## src/rtl/jtag_tap_ctrl.sv

```systemverilog
// IEEE 1149.1 TAP controller: 16-state FSM, IR, BYPASS, user DR, optional IDCODE.
// Define JTAG_TAP_IDCODE_EN to include the IDCODE data register.
module jtag_tap_ctrl #(
    parameter int                IR_W      = 4,
    parameter int                DR_W      = 32,
    parameter logic [31:0]       IDCODE    = 32'h1000_563D,
    parameter logic [IR_W-1:0]   IDCODE_OP = IR_W'(1),
    parameter logic [IR_W-1:0]   USER_OP   = IR_W'(2)
) (
    input  logic            CLK,
    input  logic            RESET_N,
    input  logic            tms,
    input  logic            tdi,
    output logic            tdo,
    output logic            tdo_en,
    output logic [3:0]      state,
    output logic [IR_W-1:0] ir,
    input  logic [DR_W-1:0] dr_in,
    output logic [DR_W-1:0] dr_out,
    output logic            dr_update,
    output logic            dr_capture
);

    typedef enum logic [3:0] {
        S_EX2_DR = 4'h0, S_EX1_DR = 4'h1, S_SH_DR  = 4'h2, S_PS_DR  = 4'h3,
        S_SEL_IR = 4'h4, S_UPD_DR = 4'h5, S_CAP_DR = 4'h6, S_SEL_DR = 4'h7,
        S_EX2_IR = 4'h8, S_EX1_IR = 4'h9, S_SH_IR  = 4'hA, S_PS_IR  = 4'hB,
        S_RTI    = 4'hC, S_UPD_IR = 4'hD, S_CAP_IR = 4'hE, S_TLR    = 4'hF
    } tap_state_e;

    localparam logic [IR_W-1:0] IR_CAP = IR_W'(2'b01);
`ifdef JTAG_TAP_IDCODE_EN
    localparam logic [IR_W-1:0] IR_RST = IDCODE_OP;
`else
    localparam logic [IR_W-1:0] IR_RST = '1;
`endif

    tap_state_e      state_q, state_d;
    logic [IR_W-1:0] ir_sr_q, ir_q;
    logic [DR_W-1:0] user_sr_q, dr_out_q;
    logic            bypass_q, dr_update_q;
    logic            sel_user, sel_idcode;
    logic [IR_W-1:0] ir_shift;
    logic [DR_W-1:0] user_shift;

    always_comb begin
        state_d = state_q;
        unique case (state_q)
            S_TLR:    state_d = tms ? S_TLR    : S_RTI;
            S_RTI:    state_d = tms ? S_SEL_DR : S_RTI;
            S_SEL_DR: state_d = tms ? S_SEL_IR : S_CAP_DR;
            S_CAP_DR: state_d = tms ? S_EX1_DR : S_SH_DR;
            S_SH_DR:  state_d = tms ? S_EX1_DR : S_SH_DR;
            S_EX1_DR: state_d = tms ? S_UPD_DR : S_PS_DR;
            S_PS_DR:  state_d = tms ? S_EX2_DR : S_PS_DR;
            S_EX2_DR: state_d = tms ? S_UPD_DR : S_SH_DR;
            S_UPD_DR: state_d = tms ? S_SEL_DR : S_RTI;
            S_SEL_IR: state_d = tms ? S_TLR    : S_CAP_IR;
            S_CAP_IR: state_d = tms ? S_EX1_IR : S_SH_IR;
            S_SH_IR:  state_d = tms ? S_EX1_IR : S_SH_IR;
            S_EX1_IR: state_d = tms ? S_UPD_IR : S_PS_IR;
            S_PS_IR:  state_d = tms ? S_EX2_IR : S_PS_IR;
            S_EX2_IR: state_d = tms ? S_UPD_IR : S_SH_IR;
            S_UPD_IR: state_d = tms ? S_SEL_DR : S_RTI;
            default:  state_d = S_TLR;
        endcase
    end

    always_ff @(posedge CLK or negedge RESET_N) begin
        if (!RESET_N) state_q <= S_TLR;
        else          state_q <= state_d;
    end

    // All-ones is BYPASS even if USER_OP were configured to it.
    assign sel_user = (ir_q == USER_OP) && (ir_q != '1);

    // Right shift with tdi entering the MSB; width-agnostic so 1-bit DRs work.
    assign ir_shift   = IR_W'({tdi, ir_sr_q} >> 1);
    assign user_shift = DR_W'({tdi, user_sr_q} >> 1);

    always_ff @(posedge CLK or negedge RESET_N) begin
        if (!RESET_N) begin
            ir_sr_q <= '0;
            ir_q    <= IR_RST;
        end else begin
            if (state_q == S_CAP_IR)     ir_sr_q <= IR_CAP;
            else if (state_q == S_SH_IR) ir_sr_q <= ir_shift;
            if (state_q == S_TLR)         ir_q <= IR_RST;
            else if (state_q == S_UPD_IR) ir_q <= ir_sr_q;
        end
    end

    always_ff @(posedge CLK or negedge RESET_N) begin
        if (!RESET_N) begin
            bypass_q    <= 1'b0;
            user_sr_q   <= '0;
            dr_out_q    <= '0;
            dr_update_q <= 1'b0;
        end else begin
            dr_update_q <= (state_q == S_UPD_DR) && sel_user;
            if (state_q == S_CAP_DR) begin
                bypass_q <= 1'b0;
                if (sel_user) user_sr_q <= dr_in;
            end else if (state_q == S_SH_DR) begin
                if (sel_user)                    user_sr_q <= user_shift;
                else if (!sel_idcode)            bypass_q  <= tdi;
            end
            if ((state_q == S_UPD_DR) && sel_user) dr_out_q <= user_sr_q;
        end
    end

`ifdef JTAG_TAP_IDCODE_EN
    logic [31:0] id_sr_q;

    assign sel_idcode = (ir_q == IDCODE_OP) && !sel_user;

    always_ff @(posedge CLK or negedge RESET_N) begin
        if (!RESET_N)                                id_sr_q <= '0;
        else if (state_q == S_CAP_DR)                id_sr_q <= IDCODE;
        else if ((state_q == S_SH_DR) && sel_idcode) id_sr_q <= {tdi, id_sr_q[31:1]};
    end

    always_comb begin
        tdo = 1'b0;
        if (state_q == S_SH_IR)      tdo = ir_sr_q[0];
        else if (state_q == S_SH_DR) tdo = sel_user ? user_sr_q[0] :
                                           sel_idcode ? id_sr_q[0] : bypass_q;
    end
`else
    logic unused_idcode;
    assign unused_idcode = ^{IDCODE, IDCODE_OP};
    assign sel_idcode    = 1'b0;

    always_comb begin
        tdo = 1'b0;
        if (state_q == S_SH_IR)      tdo = ir_sr_q[0];
        else if (state_q == S_SH_DR) tdo = sel_user ? user_sr_q[0] : bypass_q;
    end
`endif

    assign tdo_en     = (state_q == S_SH_DR) || (state_q == S_SH_IR);
    assign state      = state_q;
    assign ir         = ir_q;
    assign dr_out     = dr_out_q;
    assign dr_update  = dr_update_q;
    assign dr_capture = (state_q == S_CAP_DR) && sel_user;

endmodule

```

## config.mk

```make
export PLATFORM = sky130hd
export DESIGN_NAME = jtag_tap_ctrl
export DESIGN_NICKNAME = d
export VERILOG_FILES = /design/src/rtl/jtag_tap_ctrl.sv
export SDC_FILE = /design/constraint.sdc
export NUM_CORES = 1
export LEC_CHECK = 0
export BUFFER_PORTS_ARGS = -buffer_cell sky130_fd_sc_hd__buf_2
export CAP_MARGIN = 20
export CORE_MARGIN = 5
export CORE_UTILIZATION = 25
export CTS_CLUSTER_SIZE = 40
export DETAILED_ROUTE_END_ITERATION = 8
export SYNTH_ARGS = -nofsm -noshare
export SYNTH_HDL_FRONTEND = slang
export SYNTH_SLANG_ARGS = --single-unit
```

## constraint.sdc

```tcl
create_clock -name CLK -period 1.69 [get_ports CLK]
set_input_delay 0.0845 -clock CLK [delete_from_list [all_inputs] [get_ports CLK]]
set_output_delay 0.0845 -clock CLK [all_outputs]
set_load 0.02 [all_outputs]
```

======== Word-level counts from Yosys, hierarchy flattened ========
Index checks and enable logic that the tools add are counted.
word-level totals
  logic and storage cells ................. 67
  input port bits ......................... 36
  output and inout bits ................... 44
  bits in registers ....................... 78
operators by class
  reduce and logical (&&, ||, !) cells .... 13
  mux-type cells .......................... 27
  equal/unequal tests ..................... 20
operator list
  operator                                               count
  two-way mux 32 bit                                     4
  case mux 4 bit (12 select lines)                       1
  equality test 4 bit, second input constant             8
  two-way mux 4 bit                                      5
  equality test 4 x 3 -> 1 bit, second input constant    4
  equality test 4 x 2 -> 1 bit, second input constant    3
  two-way mux 2 bit                                      6
  two-way mux 3 bit                                      4
  two-way mux 1 bit                                      7
  nonzero test 2 bit                                     3
  equality test 4 x 1 -> 1 bit, second input constant    1
  zero test 4 bit                                        1
  inequality test 2 bit, second input constant           2
  inequality test 4 bit, second input constant           1
  OR reduction 2 bit                                     2
  logical AND 1 bit                                      3
  AND reduction 3 bit                                    1
  OR reduction 3 bit                                     1
  inequality test 2 x 1 -> 1 bit, second input constant  1
  AND reduction 2 bit                                    1
  logical OR 1 bit                                       1

======== Longest topological paths before layout ========
  depth after elaboration ................. 5
  gate-level depth with buffers ........... 6
  mapped depth without buffers ............ 3

======== Worst setup path before layout ========
No wires, ideal clock.
  path kind ............................... register to register
  from .................................... register ir_q[1], in the netlist ir[1]
  to ...................................... register user_sr_q[10]
  library setup time ...................... 0.125 ns
  cell stages (with the launch flop) ...... 6
  path buffers ............................ 2
  path slack .............................. -0.263 ns
  data required time ...................... 1.565 ns
  clock period less this slack ............ 1.953 ns
  arrival ................................. 1.828 ns
  path through ............................ dfstp_2 nor4b_4 or3b_1 buf_2 buf_6 mux2_4
on the way
  longest elaborated chain between the ends .. 4
RTL lines
  item                                                                          line  source
  start, declared                                                               39    logic [IR_W-1:0] ir_sr_q, ir_q;
  start signal, assigned                                                        89    else if (state_q == S_UPD_IR) ir_q <= ir_sr_q;
  equality test 4 x 2 -> 1 bit / inequality test 4 bit (equally long branches)  75    assign sel_user = (ir_q == USER_OP) && (ir_q != '1);
  logical AND 1 bit (*)                                                         75
  inequality test 2 bit (no line)                                               --
  AND reduction 3 bit (no line) (*)                                             --
  end signal, assigned                                                          103   if (sel_user) user_sr_q <= dr_in;
  end signal, assigned                                                          105   if (sel_user) user_sr_q <= user_shift;
  end, declared                                                                 40    logic [DR_W-1:0] user_sr_q, dr_out_q;
Every way passes the cells marked *; elsewhere a longest branch is shown, timed or not.
A chain may end at the register's enable or synchronous reset.

======== Worst setup path after layout ========
  from .................................... register ir_q[1], in the netlist ir[1]
  to ...................................... output port tdo
on the way
  longest elaborated chain between the ends .. 5
RTL lines
  item                                                                          line  source
  equality test 4 x 2 -> 1 bit / inequality test 4 bit (equally long branches)  75
  logical AND 1 bit (*)                                                         75
  two-way mux 1 bit (*) (2 in a row)                                            137   else if (state_q == S_SH_DR) tdo = sel_user ? user_sr_q[0] : bypass_q;
  two-way mux 1 bit (*)                                                         136   if (state_q == S_SH_IR) tdo = ir_sr_q[0];
  end, declared                                                                 14    output logic tdo,
Marked as above.

==> reports/results.tsv <==
stage	metric	value	unit
timing	Fin. Hold Viols	0	
logic_synthesis	share of synthesized area spent on multiplexers	33.50	%
layout	fin util	35.52	%
status	outcome	finished with violations	
floorplan	x dimension of the die	129.2	um
power	share of total power in the clock network	29.5	%
grt	grt met1 use	14.46	%
logic_synthesis	share of async-settable or async-resettable flops after synthesis	100.0	%
logic_synthesis	Syn. warnings	0	
placed_design	HPWL Detailed	5.563	mm
critical_path	capturing element type of the critical path	output pin	
logic_synthesis	main area contributors after synthesis	sky130_fd_sc_hd__dfrtp_1, sky130_fd_sc_hd__mux2_2, sky130_fd_sc_hd__mux2_4	
power	fraction of power spent switching nets	30.21	%
grt	via count of the first global-routing pass	2373	
routing	number of detailed-routing iterations run before antenna repair	4	
logic_synthesis	number of distinct standard cells referenced by the synthesized netlist	29	
layout	post-layout instance count excluding filler cells	537	
flow_run	Max Cap Viol	0	
logic_synthesis	synthesized-area fraction occupied by and/or/nand/nor cells	4.720	%
floorplan	Die Outline Area	16690	um2
logic_synthesis	Gate Count Post-Synth	245	
layout	NumNets Final	388	
logic_synthesis	average cell area after synthesis	14.50	um2
layout	area overhead of the layout relative to synthesis	39.34	%
clock_tree	H-tree level count	3	
logic_synthesis	most instantiated flip-flop cell in the synthesis netlist	sky130_fd_sc_hd__dfrtp_1	
timing	portion of the clock cycle consumed by the worst path in the final layout	115.5	%
power	share of power burned in registers	37.2	%
critical_path	list of cells traversed by the critical path	nor4b_4 > buf_4 > mux2_4 > o211a_1 > buf_6	
routing	count of nets left with antenna violations after detail routing	0	
layout	share of layout cells above drive strength 1	66.11	%
floorplan	effective utilization at floorplan	25.49	%
power	power density of the placed cells	1465	nW/um2
grt	largest net degree at the start of global routing	34	
grt	antenna violations before repair	0	
floorplan	Core Footprint	13930	um2
grt	global-route met2 utilization	14.97	%
layout	count of antenna diodes in the layout	0	
logic_synthesis	synthesized netlist net count	281	
logic_synthesis	Synth top cells by count	sky130_fd_sc_hd__dfrtp_1, sky130_fd_sc_hd__mux2_2, sky130_fd_sc_hd__mux2_4	
critical_path	slowest stage delay, CP	0.53	ns
logic_synthesis	post-synthesis adder-cell area fraction	0	%
logic_synthesis	synthesized-area fraction occupied by xor and xnor cells	0	%
routing	number of vias in the routed layout	2277	
timing	unrepaired setup endpoints after global routing	yes	
floorplan	site row count	43	
logic_synthesis	number of flops mapped to enable cells by yosys	0	
power	part of the power in combinational logic	33.4	%
logic_synthesis	most used standard cell by instance count after synthesis	sky130_fd_sc_hd__dfrtp_1	
clock_tree	clock sink count	78	
timing	min Tclk post-route	1.953	ns
logic_synthesis	Seq cells post-synth	78	
clock_tree	maximum number of buffers from clock root to sink	2	
timing	Worst Skew	0.006303	ns
grt	total routing resource utilization after global routing	10.40	%
power	power dissipated by switching net loads	2.190	mW
status	violated checks	setup timing	
logic_synthesis	portion of synthesized cell area occupied by the leading cell type	49.31	%
clock_tree	Clk Tree Root Cell	sky130_fd_sc_hd__clkbuf_16	
timing	worst slew pin tran	0.4588	ns
clock_tree	TritonCTS buffer count	9	
logic_synthesis	largest family of logic cells by synthesized area	multiplexers	
clock_tree	worst-skew pair later-pin latency	0.34	ns
routing	total length of routed wires	8.260	mm
grt	global-route wire length before repair	13.08	mm
power	total leakage power	2.632	nW
power	Pint	5.059	mW
power	post-layout power	7.250	mW
grt	global-route layer with the greatest usage	met2	
grt	global routing usage on met3	2.927	%
logic_synthesis	most area-hungry cell type in the Yosys netlist	sky130_fd_sc_hd__dfrtp_1	
logic_synthesis	fraction of the mapped netlist area in compound gates	3.769	%
power	maximum VDD drop	0.6206	mV
critical_path	Crit path arrival time	1.87	ns
clock_tree	CTS tree	done	
critical_path	startpoint type of the worst setup path	flop	
timing	Hold Worst Slack	0.04212	ns
floorplan	number of top-level pins	80	
routing	detailed-route DRC error count	0	
timing	final setup violating endpoints	66	
placed_design	Cell Count Post-Placement	506	
floorplan	overall die height	129.2	um
critical_path	data required time at the worst endpoint	1.61	ns
timing	max-slew violation total from the final report	0	
routing	Detailed Route Iter0 Violations	71	
critical_path	cell with the largest stage delay on the worst path	sky130_fd_sc_hd__dfstp_2	
timing	max_slew headroom	69.41	%
routing	average detailed-routed wire length per instance	15.38	um
clock_tree	CTS clk-pin slew, worst paths	0.06	ns
critical_path	top fanout value on the critical path	2	
logic_synthesis	share of the yosys chip area belonging to registers	55.23	%
timing	final critical-path setup slack	-0.2626	ns
grt	overflow left after global routing	0	
logic_synthesis	synthesized cell area	3552	um2
min_path	worst hold path type	input pin to flop	
critical_path	type of the worst setup path	flop to output pin	
placed_design	count of buffers inserted at the top-level ports	79	
routing	vias per cell	4.240	
timing	highest clock frequency the design can meet	512.1	MHz
placed_design	last weighted congestion value of the routability-driven placer	0.7359	
## worst max-delay path: cells and delay by family (launching register included)
family          cells  cell delay (ns)
compound gates      1             0.22
buf+inv             2             0.30
flops               1             0.53
mux                 1             0.29
simple gates        1             0.20
## sequential cells by signal, summed over array words and instances, names as in the netlist
signal,cells
dr_out,32
user_sr_q,32
ir,4
ir_sr_q,4
state,4
bypass_q,1
dr_update,1
## stage by stage
step | cell area, um2 | setup WS (ns) | setup TNS (ns)
after floorplan | 3602 | -0.2568 | -10.84
after global placement | 4279 | -0.1902 | -5.799
after detailed placement | 4279 | -0.2014 | -6.297
after CTS | 4922 | -0.3017 | -11.43
after global routing | 4950 | -0.3440 | -14.88
final | 4950 | -0.2626 | -9.130
## routing by layer
metal  part of all wire [%]  vias to the layer above
met2                     44                       59
met3                    5.8                       12
met4                    1.9                        0
met1                     48                     1118
li1                       -                     1088
met5                      0                        -
## area by class of cell
| type | count | area [um2] |
|---|---|---|
| inverter | 4 | 15.01 |
| fill | 1386 | 8985 |
| clock inverter | 5 | 81.33 |
| timing repair buffer | 111 | 893.4 |
| multi-input combinational | 148 | 1520 |
| sequential | 78 | 1962 |
| clock buffer | 11 | 252.7 |
| tap | 180 | 225.2 |
## worst paths after layout
path	slack [ns]	startpoint	cells past startpoint	end
worst max-delay path	-0.26	ir[1]	5	tdo
worst min register to register	0.50	dr_out[10]	1	dr_out[10]
max in group asynchronous	0.83	RESET_N	3	dr_out[1]
worst max register to register	-0.19	ir[1]	5	user_sr_q[3]
worst min-delay path	0.04	tms	3	state[1]
min in group asynchronous	0.24	RESET_N	2	dr_out[9]
## timing repair
action	4_1_cts	5_1_grt
setup endpoints to repair	53	66
endpoints found under the hold margin	23	0
hold buffers	1	0
pin swaps	1	1
resized for setup	27	7
setup buffers	7	2
cloned	6	1
## layout by cell type, fill, tap and decap left out, types with 2 or more instances in the layout
cell / n
sky130_fd_sc_hd__o21ai_0: 9
sky130_fd_sc_hd__clkbuf_16: 10
sky130_fd_sc_hd__buf_4: 13
sky130_fd_sc_hd__buf_12: 8
sky130_fd_sc_hd__buf_6: 6
sky130_fd_sc_hd__nor2_1: 6
sky130_fd_sc_hd__o21a_1: 2
sky130_fd_sc_hd__clkbuf_8: 2
sky130_fd_sc_hd__buf_16: 5
sky130_fd_sc_hd__bufinv_16: 2
sky130_fd_sc_hd__inv_1: 3
sky130_fd_sc_hd__nand2b_1: 3
sky130_fd_sc_hd__mux2_2: 64
sky130_fd_sc_hd__buf_2: 76
sky130_fd_sc_hd__dfrtp_1: 70
sky130_fd_sc_hd__mux2_4: 32
sky130_fd_sc_hd__nand2_1: 15
sky130_fd_sc_hd__dfstp_2: 8
## power by group through the flow
stage	sequential, mW	combinational, mW	clock [mW]
floorplan	2.85	1.44	0
global placement	2.71	2.30	0
detailed placement	2.73	2.34	0
CTS	2.70	2.43	2.20
global route	2.77	2.64	2.28
finish	2.69	2.42	2.14
## cells by family after synthesis
group           count (synthesis)
simple gates                   32
flops                          78
mux                            96
buf+inv                        19
compound gates                 20
No activity file was read; power rests on OpenSTA's default activity.
